===== config.mk =====
export PLATFORM = sky130hd
export DESIGN_NAME = wb_rr_arbiter
export DESIGN_NICKNAME = d
export VERILOG_FILES = /design/src/rtl/wb_rr_arbiter.sv
export SDC_FILE = /design/constraint.sdc
export NUM_CORES = 1
export LEC_CHECK = 0
export ABC_AREA = 1
export ABC_CLOCK_PERIOD_IN_PS = 1900
export BUFFER_PORTS_ARGS = -buffer_cell sky130_fd_sc_hd__buf_2
export CORE_AREA = 3 3 109 111
export CTS_CLUSTER_SIZE = 24
export DETAILED_ROUTE_END_ITERATION = 8
export DIE_AREA = 0 0 112 114
export HOLD_SLACK_MARGIN = 0.1
export PLACE_DENSITY = 0.49
export REMOVE_ABC_BUFFERS = 1
export SYNTH_ARGS = -nofsm -noshare
export SYNTH_HDL_FRONTEND = slang
export SYNTH_SLANG_ARGS = --single-unit

===== constraint.sdc =====
create_clock -name clk -period 1.9 [get_ports clk]
set_clock_uncertainty 0.1 [all_clocks]
set_input_delay 0.095 -clock clk [delete_from_list [all_inputs] [get_ports clk]]
set_output_delay 0.095 -clock clk [all_outputs]
set_load 0.02 [all_outputs]

===== src/rtl/wb_rr_arbiter.sv =====
// ---------------------------------------------------------------------------
// wb_rr_arbiter
// Two-master / one-slave Wishbone classic arbiter with round-robin grant.
// A grant is held for the whole cyc assertion of the winning master, so
// bursts and read-modify-write sequences reach the slave atomically.
//
// Ports:
//   clk, rst                    clock, synchronous active-high reset
//   m0_* / m1_*                 master side (adr, dat_w, sel, we, cyc, stb in;
//                               dat_r, ack, err out)
//   s_*                         slave side (adr, dat_w, sel, we, cyc, stb out;
//                               dat_r, ack, err in)
//
// Optional build macro:
//   WB_ARB_TIMEOUT_EN  adds a slave-ack watchdog; after TIMEOUT unacknowledged
//                      strobe cycles the granted master receives a one-cycle
//                      err and the slave strobe/cyc are dropped for that cycle.
// ---------------------------------------------------------------------------
module wb_rr_arbiter #(
    parameter int ADDR_WIDTH = 20,
    parameter int TIMEOUT    = 255
) (
    input  logic                  clk,
    input  logic                  rst,
    input  logic [ADDR_WIDTH-1:0] m0_adr,
    input  logic [31:0]           m0_dat_w,
    input  logic [3:0]            m0_sel,
    input  logic                  m0_we,
    input  logic                  m0_cyc,
    input  logic                  m0_stb,
    output logic [31:0]           m0_dat_r,
    output logic                  m0_ack,
    output logic                  m0_err,
    input  logic [ADDR_WIDTH-1:0] m1_adr,
    input  logic [31:0]           m1_dat_w,
    input  logic [3:0]            m1_sel,
    input  logic                  m1_we,
    input  logic                  m1_cyc,
    input  logic                  m1_stb,
    output logic [31:0]           m1_dat_r,
    output logic                  m1_ack,
    output logic                  m1_err,
    output logic [ADDR_WIDTH-1:0] s_adr,
    output logic [31:0]           s_dat_w,
    output logic [3:0]            s_sel,
    output logic                  s_we,
    output logic                  s_cyc,
    output logic                  s_stb,
    input  logic [31:0]           s_dat_r,
    input  logic                  s_ack,
    input  logic                  s_err
);

    localparam logic [1:0] IDLE = 2'd0;
    localparam logic [1:0] GNT0 = 2'd1;
    localparam logic [1:0] GNT1 = 2'd2;

    logic [1:0] state_reg, state_next;
    logic       last_reg, last_next;

    // Arbitration: a lone requester wins; on a tie the master that did not
    // win last time is chosen. Release happens only when the owner drops cyc.
    always_comb begin
        state_next = state_reg;
        last_next  = last_reg;
        case (state_reg)
            IDLE: begin
                if (m0_cyc && (!m1_cyc || last_reg)) begin
                    state_next = GNT0;
                    last_next  = 1'b0;
                end else if (m1_cyc) begin
                    state_next = GNT1;
                    last_next  = 1'b1;
                end
            end
            GNT0:    if (!m0_cyc) state_next = IDLE;
            GNT1:    if (!m1_cyc) state_next = IDLE;
            default: state_next = IDLE;
        endcase
    end

    always_ff @(posedge clk) begin
        if (rst) begin
            state_reg <= IDLE;
            last_reg  <= 1'b1;
        end else begin
            state_reg <= state_next;
            last_reg  <= last_next;
        end
    end

    // Grants are masked by rst so every output is quiet for the whole time
    // reset is asserted, not only after the reset edge has been taken.
    logic [1:0] gnt;
    assign gnt[0] = (state_reg == GNT0) && !rst;
    assign gnt[1] = (state_reg == GNT1) && !rst;

    logic cyc_raw, stb_raw, timeout_hit;
    assign cyc_raw = (gnt[0] && m0_cyc) || (gnt[1] && m1_cyc);
    assign stb_raw = (gnt[0] && m0_cyc && m0_stb) || (gnt[1] && m1_cyc && m1_stb);

    assign s_adr   = gnt[0] ? m0_adr   : gnt[1] ? m1_adr   : '0;
    assign s_dat_w = gnt[0] ? m0_dat_w : gnt[1] ? m1_dat_w : '0;
    assign s_sel   = gnt[0] ? m0_sel   : gnt[1] ? m1_sel   : '0;
    assign s_we    = gnt[0] ? m0_we    : gnt[1] ? m1_we    : 1'b0;
    assign s_cyc   = cyc_raw && !timeout_hit;
    assign s_stb   = stb_raw && !timeout_hit;

`ifdef WB_ARB_TIMEOUT_EN
    localparam int         CW     = $clog2(TIMEOUT + 1);
    localparam logic [CW-1:0] TO_VAL = CW'(TIMEOUT);

    logic [CW-1:0] cnt_reg, cnt_next;

    // Hit is qualified with the raw cycle so a master that has already let
    // go is never handed a spurious error.
    assign timeout_hit = cyc_raw && (cnt_reg == TO_VAL);

    always_comb begin
        cnt_next = cnt_reg + 1'b1;
        if (timeout_hit || s_ack || s_err || !s_stb || (state_next != state_reg))
            cnt_next = '0;
    end

    always_ff @(posedge clk) begin
        if (rst) cnt_reg <= '0;
        else     cnt_reg <= cnt_next;
    end
`else
    assign timeout_hit = 1'b0;
`endif

    // Per-master return path. Ack/err are gated by s_cyc so a slave response
    // arriving in the same cycle as an abort is swallowed.
    logic [31:0] m_dat_r [2];
    logic [1:0]  m_ack, m_err;

    generate
        for (genvar gi = 0; gi < 2; gi++) begin : g_ret
            assign m_ack[gi]   = gnt[gi] && s_ack && s_cyc;
            assign m_err[gi]   = gnt[gi] && ((s_err && s_cyc) || timeout_hit);
            assign m_dat_r[gi] = gnt[gi] ? s_dat_r : 32'd0;
        end
    endgenerate

    assign m0_ack   = m_ack[0];
    assign m1_ack   = m_ack[1];
    assign m0_err   = m_err[0];
    assign m1_err   = m_err[1];
    assign m0_dat_r = m_dat_r[0];
    assign m1_dat_r = m_dat_r[1];

endmodule


# Word-level counts from Yosys, hierarchy flattened
# Index checks and enable logic that the tools add are counted.
[word_totals] regBits=3 in_bits=154 output_inout_bits=127 word_cells=47
[classes] n_eq_ne=5 muxes=17 reduce_logical=23
[op_table] op="32-bit two-way mux" n=4
[op_table] op="20-bit two-way mux" n=2
[op_table] op="1-bit logical AND" n=14
[op_table] op="2-bit two-way mux" n=4
[op_table] op="4-bit two-way mux" n=2
[op_table] op="2-bit case mux with 3 select lines" n=1
[op_table] op="1-bit two-way mux" n=4
[op_table] op="2-bit != test (second input constant)" n=2
[op_table] op="1-bit logical OR" n=3
[op_table] op="3-bit != test (second input constant)" n=1
[op_table] op="3-bit AND reduction" n=1
[op_table] op="2-bit by 1-bit == test with 1-bit output (second input constant)" n=1
[op_table] op="2-bit == test (second input constant)" n=1
[op_table] op="1-bit zero test" n=2
[op_table] op="2-bit zero test" n=1
[op_table] op="2-bit AND reduction" n=1
[op_table] op="2-bit nonzero test" n=1

# Depth between registers and ports, before layout
[depth] ltp_word=6 mapped_depth=6 depth_no_buf=6

# Least setup slack after synthesis
# OpenSTA, ideal clock, no wires.
[synth_timing] path_kind="register -> output" start="register state_reg[0]" end="output s_adr[0]" arrival_time_ns=1.260 required_time_ns=1.705 path_slack_ns=0.445 path_stages_with_launch=4 path_buffers=1 path_cell_list="dfxtp_1 > nand3_2 > clkbuf_1 > o21ai_0"
[synth_via] elab_chain_cells=4 elab_cells_between_ends=6 cone_classes="eq/ne: 2; mux: 2; reduce/logical: 2"
[synth_lines] element="start, declared" line_no="58" rtl="logic [1:0] state_reg, state_next;"
[synth_lines] element="start signal, assigned" line_no="87" rtl="state_reg <= state_next;"
[synth_lines] element="2-bit == test" line_no="96" rtl="assign gnt[1] = (state_reg == GNT1) && !rst;"
[synth_lines] element="1-bit logical AND" line_no="96"
[synth_lines] element="20-bit two-way mux" line_no="102" rtl="assign s_adr = gnt[0] ? m0_adr : gnt[1] ? m1_adr : '0;"
[synth_lines] element="20-bit two-way mux (*)" line_no="102"
[synth_lines] element="end, declared" line_no="43" rtl="output logic [ADDR_WIDTH-1:0] s_adr,"
# Every way passes the cells marked *; elsewhere a longest branch is shown, timed or not.

# Worst setup path after layout
[layout_timing] start="register state_reg[0]" end="output m1_dat_r[30]"
[layout_via] elab_chain_cells=3
[layout_lines] element="2-bit == test" line_no="96"
[layout_lines] element="1-bit logical AND" line_no="96"
[layout_lines] element="32-bit two-way mux" line_no="142" rtl="assign m_dat_r[gi] = gnt[gi] ? s_dat_r : 32'd0;"
[layout_lines] element="end, declared" line_no="40" rtl="output logic [31:0] m1_dat_r,"
# Every way passes these cells.

==> impl_metrics.toml <==
[clock_network]
ctsResizeCount = 0
htree_levels = 1
root_buffer = "clkbuf_8"
ctsHoldBuffers = 0
clock_path_buffers = 2
post_cts_buffers = 0
cts_buffers = 3
insertion_delay_ns = 0.21
cts.sinks = 3
cts.clk_slew.worst_paths_ns = 0.03
cts_tree = "built"

[sta]
setup_viol = 0
tightest_slew_ns = 0.553
fin_crit_sh = 0.915
rsz0062_at_grt = "false"
slew_viol_final = 0
hold_viol = 0
hold_slack_ns = 0.105
maxSlewHeadroom = 0.631
min_period_ns = 1.74
fmax_mhz = 575

[place]
hpwl_um = 7700
detailed_place.area_mm2 = 0.00290
place_congestion = 0.791
port_buffers = 280

[setup_path]
end_kind = "output pin"
crit_family = "simple AND/OR/NAND/NOR gates"
crit_chain = "nor3_4 -> inv_2 -> nor2_1 -> buf_2"
slowest_stage = "dfxtp_1"
cp.required_ns = 1.70
crit_type = "register to output pin"
cp_num_buf_inv = 2
path_max_fanout = 34
crit_arrival_ns = 1.54
cpPeakStageDelay_ns = 0.36
critPathLaunchType = "register"

[pwr]
seqPwrFrac = 0.081
power.total_mw = 0.955
p_comb_frac = 0.725
p_sw_frac = 0.500
ir_drop_uv = 156
p_per_area_mw_per_mm2 = 324
p_sw_mw = 0.478
p_leak_nw = 2.18
power_frac_clock = 0.193
power.internal_mw = 0.477

[global_route]
overflow = 0
grt-busiest-layer = "met2"
use_met1 = 0.124
grt_pass1_wl_um = 12800
grt_max_degree = 66
grt_use_met2 = 0.236
grt_antenna_before_repair = 0
grt_pass1_vias = 2800
use_met3 = 0.0361
grt_use_total = 0.119

[synthesis]
synth_seq_cells = 3
synth_cells = 318
ys_seq_area_frac = 0.0436
yosys_warnings = 0
avgSynthCellArea_um2 = 4.34
synthesis.area_mm2 = 0.00138
synthDistinctLibCells = 16

[drt]
viasPerCell = 3.94
first_pass_iters = 4
drt_iter0_drc = 96
drt_wl_total_um = 8690
drc = 0
wl_per_cell_um = 11.9
via_count = 2868
ant_nets = 0

[cells_and_area]
area_growth_pct = 114
finalInstanceArea_mm2 = 0.00295
antenna_cells = 0
drive_above_1_share = 0.495
finish.utilization = 0.271
layout_commonest_cell = "buf_2"
final_cell_mix = "buf_2, inv_1, nor2_1"
nNetsFinal = 743
largest_reg_flops = 2

[die]
core.rowCount = 38
start_util = 0.127
core-area_mm2 = 0.0109
io_pins = 281
die_area_mm2 = 0.0128
die_x_um = 112
die_y_um = 114

[job]
drv_cap = 0

[status]
status = "finished, final reports clean"

[hold_path]
worstHoldPathType = "input port to register"
## cells in the mapped netlist
cell	n	share of area
buf_2	9	0.033
buf_4	1	0.0054
buf_6	2	0.016
clkbuf_1	6	0.016
dfxtp_1	3	0.044
inv_1	93	0.25
inv_2	1	0.0027
nand2_1	64	0.17
nand3_1	4	0.015
nand3_2	1	0.0073
nand4_1	2	0.0091
nor2_1	70	0.19
nor3_4	1	0.012
o21ai_0	56	0.20
o21ai_1	4	0.015
or2_2	1	0.0045
## worst reg2reg max path: stages (launching register included)
cell     delay, ns
dfxtp_1       0.36
nor2_1        0.24
nand2_1       0.09
nand2_1       0.06
nand3_1       0.06
## layout make-up
cell class / instances / area (um2)
tap: 140 / 175
timing repair buffer: 284 / 1450
fill: 1290 / 7940
clock buffer: 4 / 45.0
multi-input combinational: 203 / 868
inverter: 94 / 353
sequential: 3 / 60.1
## layer usage
layer | wire (um) | up-vias | part of all wire
li1 | - | 1454 | -
met1 | 3170 | 1228 | 0.36
met2 | 4410 | 180 | 0.51
met3 | 1040 | 6 | 0.12
met4 | 65 | 0 | 0.0075
met5 | 0 | - | 0
## logic make-up (layout without fill, tap and decap cells)
| family | Yosys count | after routing | share of synthesized area |
|---|---|---|---|
| simple gates | 143 | 143 | 0.412 |
| buf+inv | 112 | 382 | 0.327 |
| compound gates | 60 | 60 | 0.218 |
| flops | 3 | 3 | 0.0436 |
## metrics by stage
stage	TNS [ns]	setup slack [ns]	instances
2_1_floorplan	-42.88	-0.617	300
3_3_place_gp	0	0.396	724
3_5_place_dp	0	0.358	724
4_1_cts	0	0.117	728
5_1_grt	0	0.0499	728
6_report	0	0.161	728
## path summary, 6_finish.rpt
check,slack [ns],endpoint,depth (start not counted),from
max,0.16,m1_dat_r[30],4,state_reg[0]
min,0.10,state_reg[1],3,m1_cyc
max reg2reg,0.88,last_reg,4,state_reg[0]
min reg2reg,0.36,last_reg,2,last_reg
## power groups by stage
stage	Sequential (mW)	Clock (mW)	Combinational [mW]
2_1_floorplan	0.0780	0	0.352
3_3_place_gp	0.0787	0	0.695
3_5_place_dp	0.0786	0	0.702
4_1_cts	0.0778	0.189	0.703
5_1_grt	0.0788	0.192	0.763
6_report	0.0778	0.184	0.693
No activity file was read; power rests on OpenSTA's default activity.
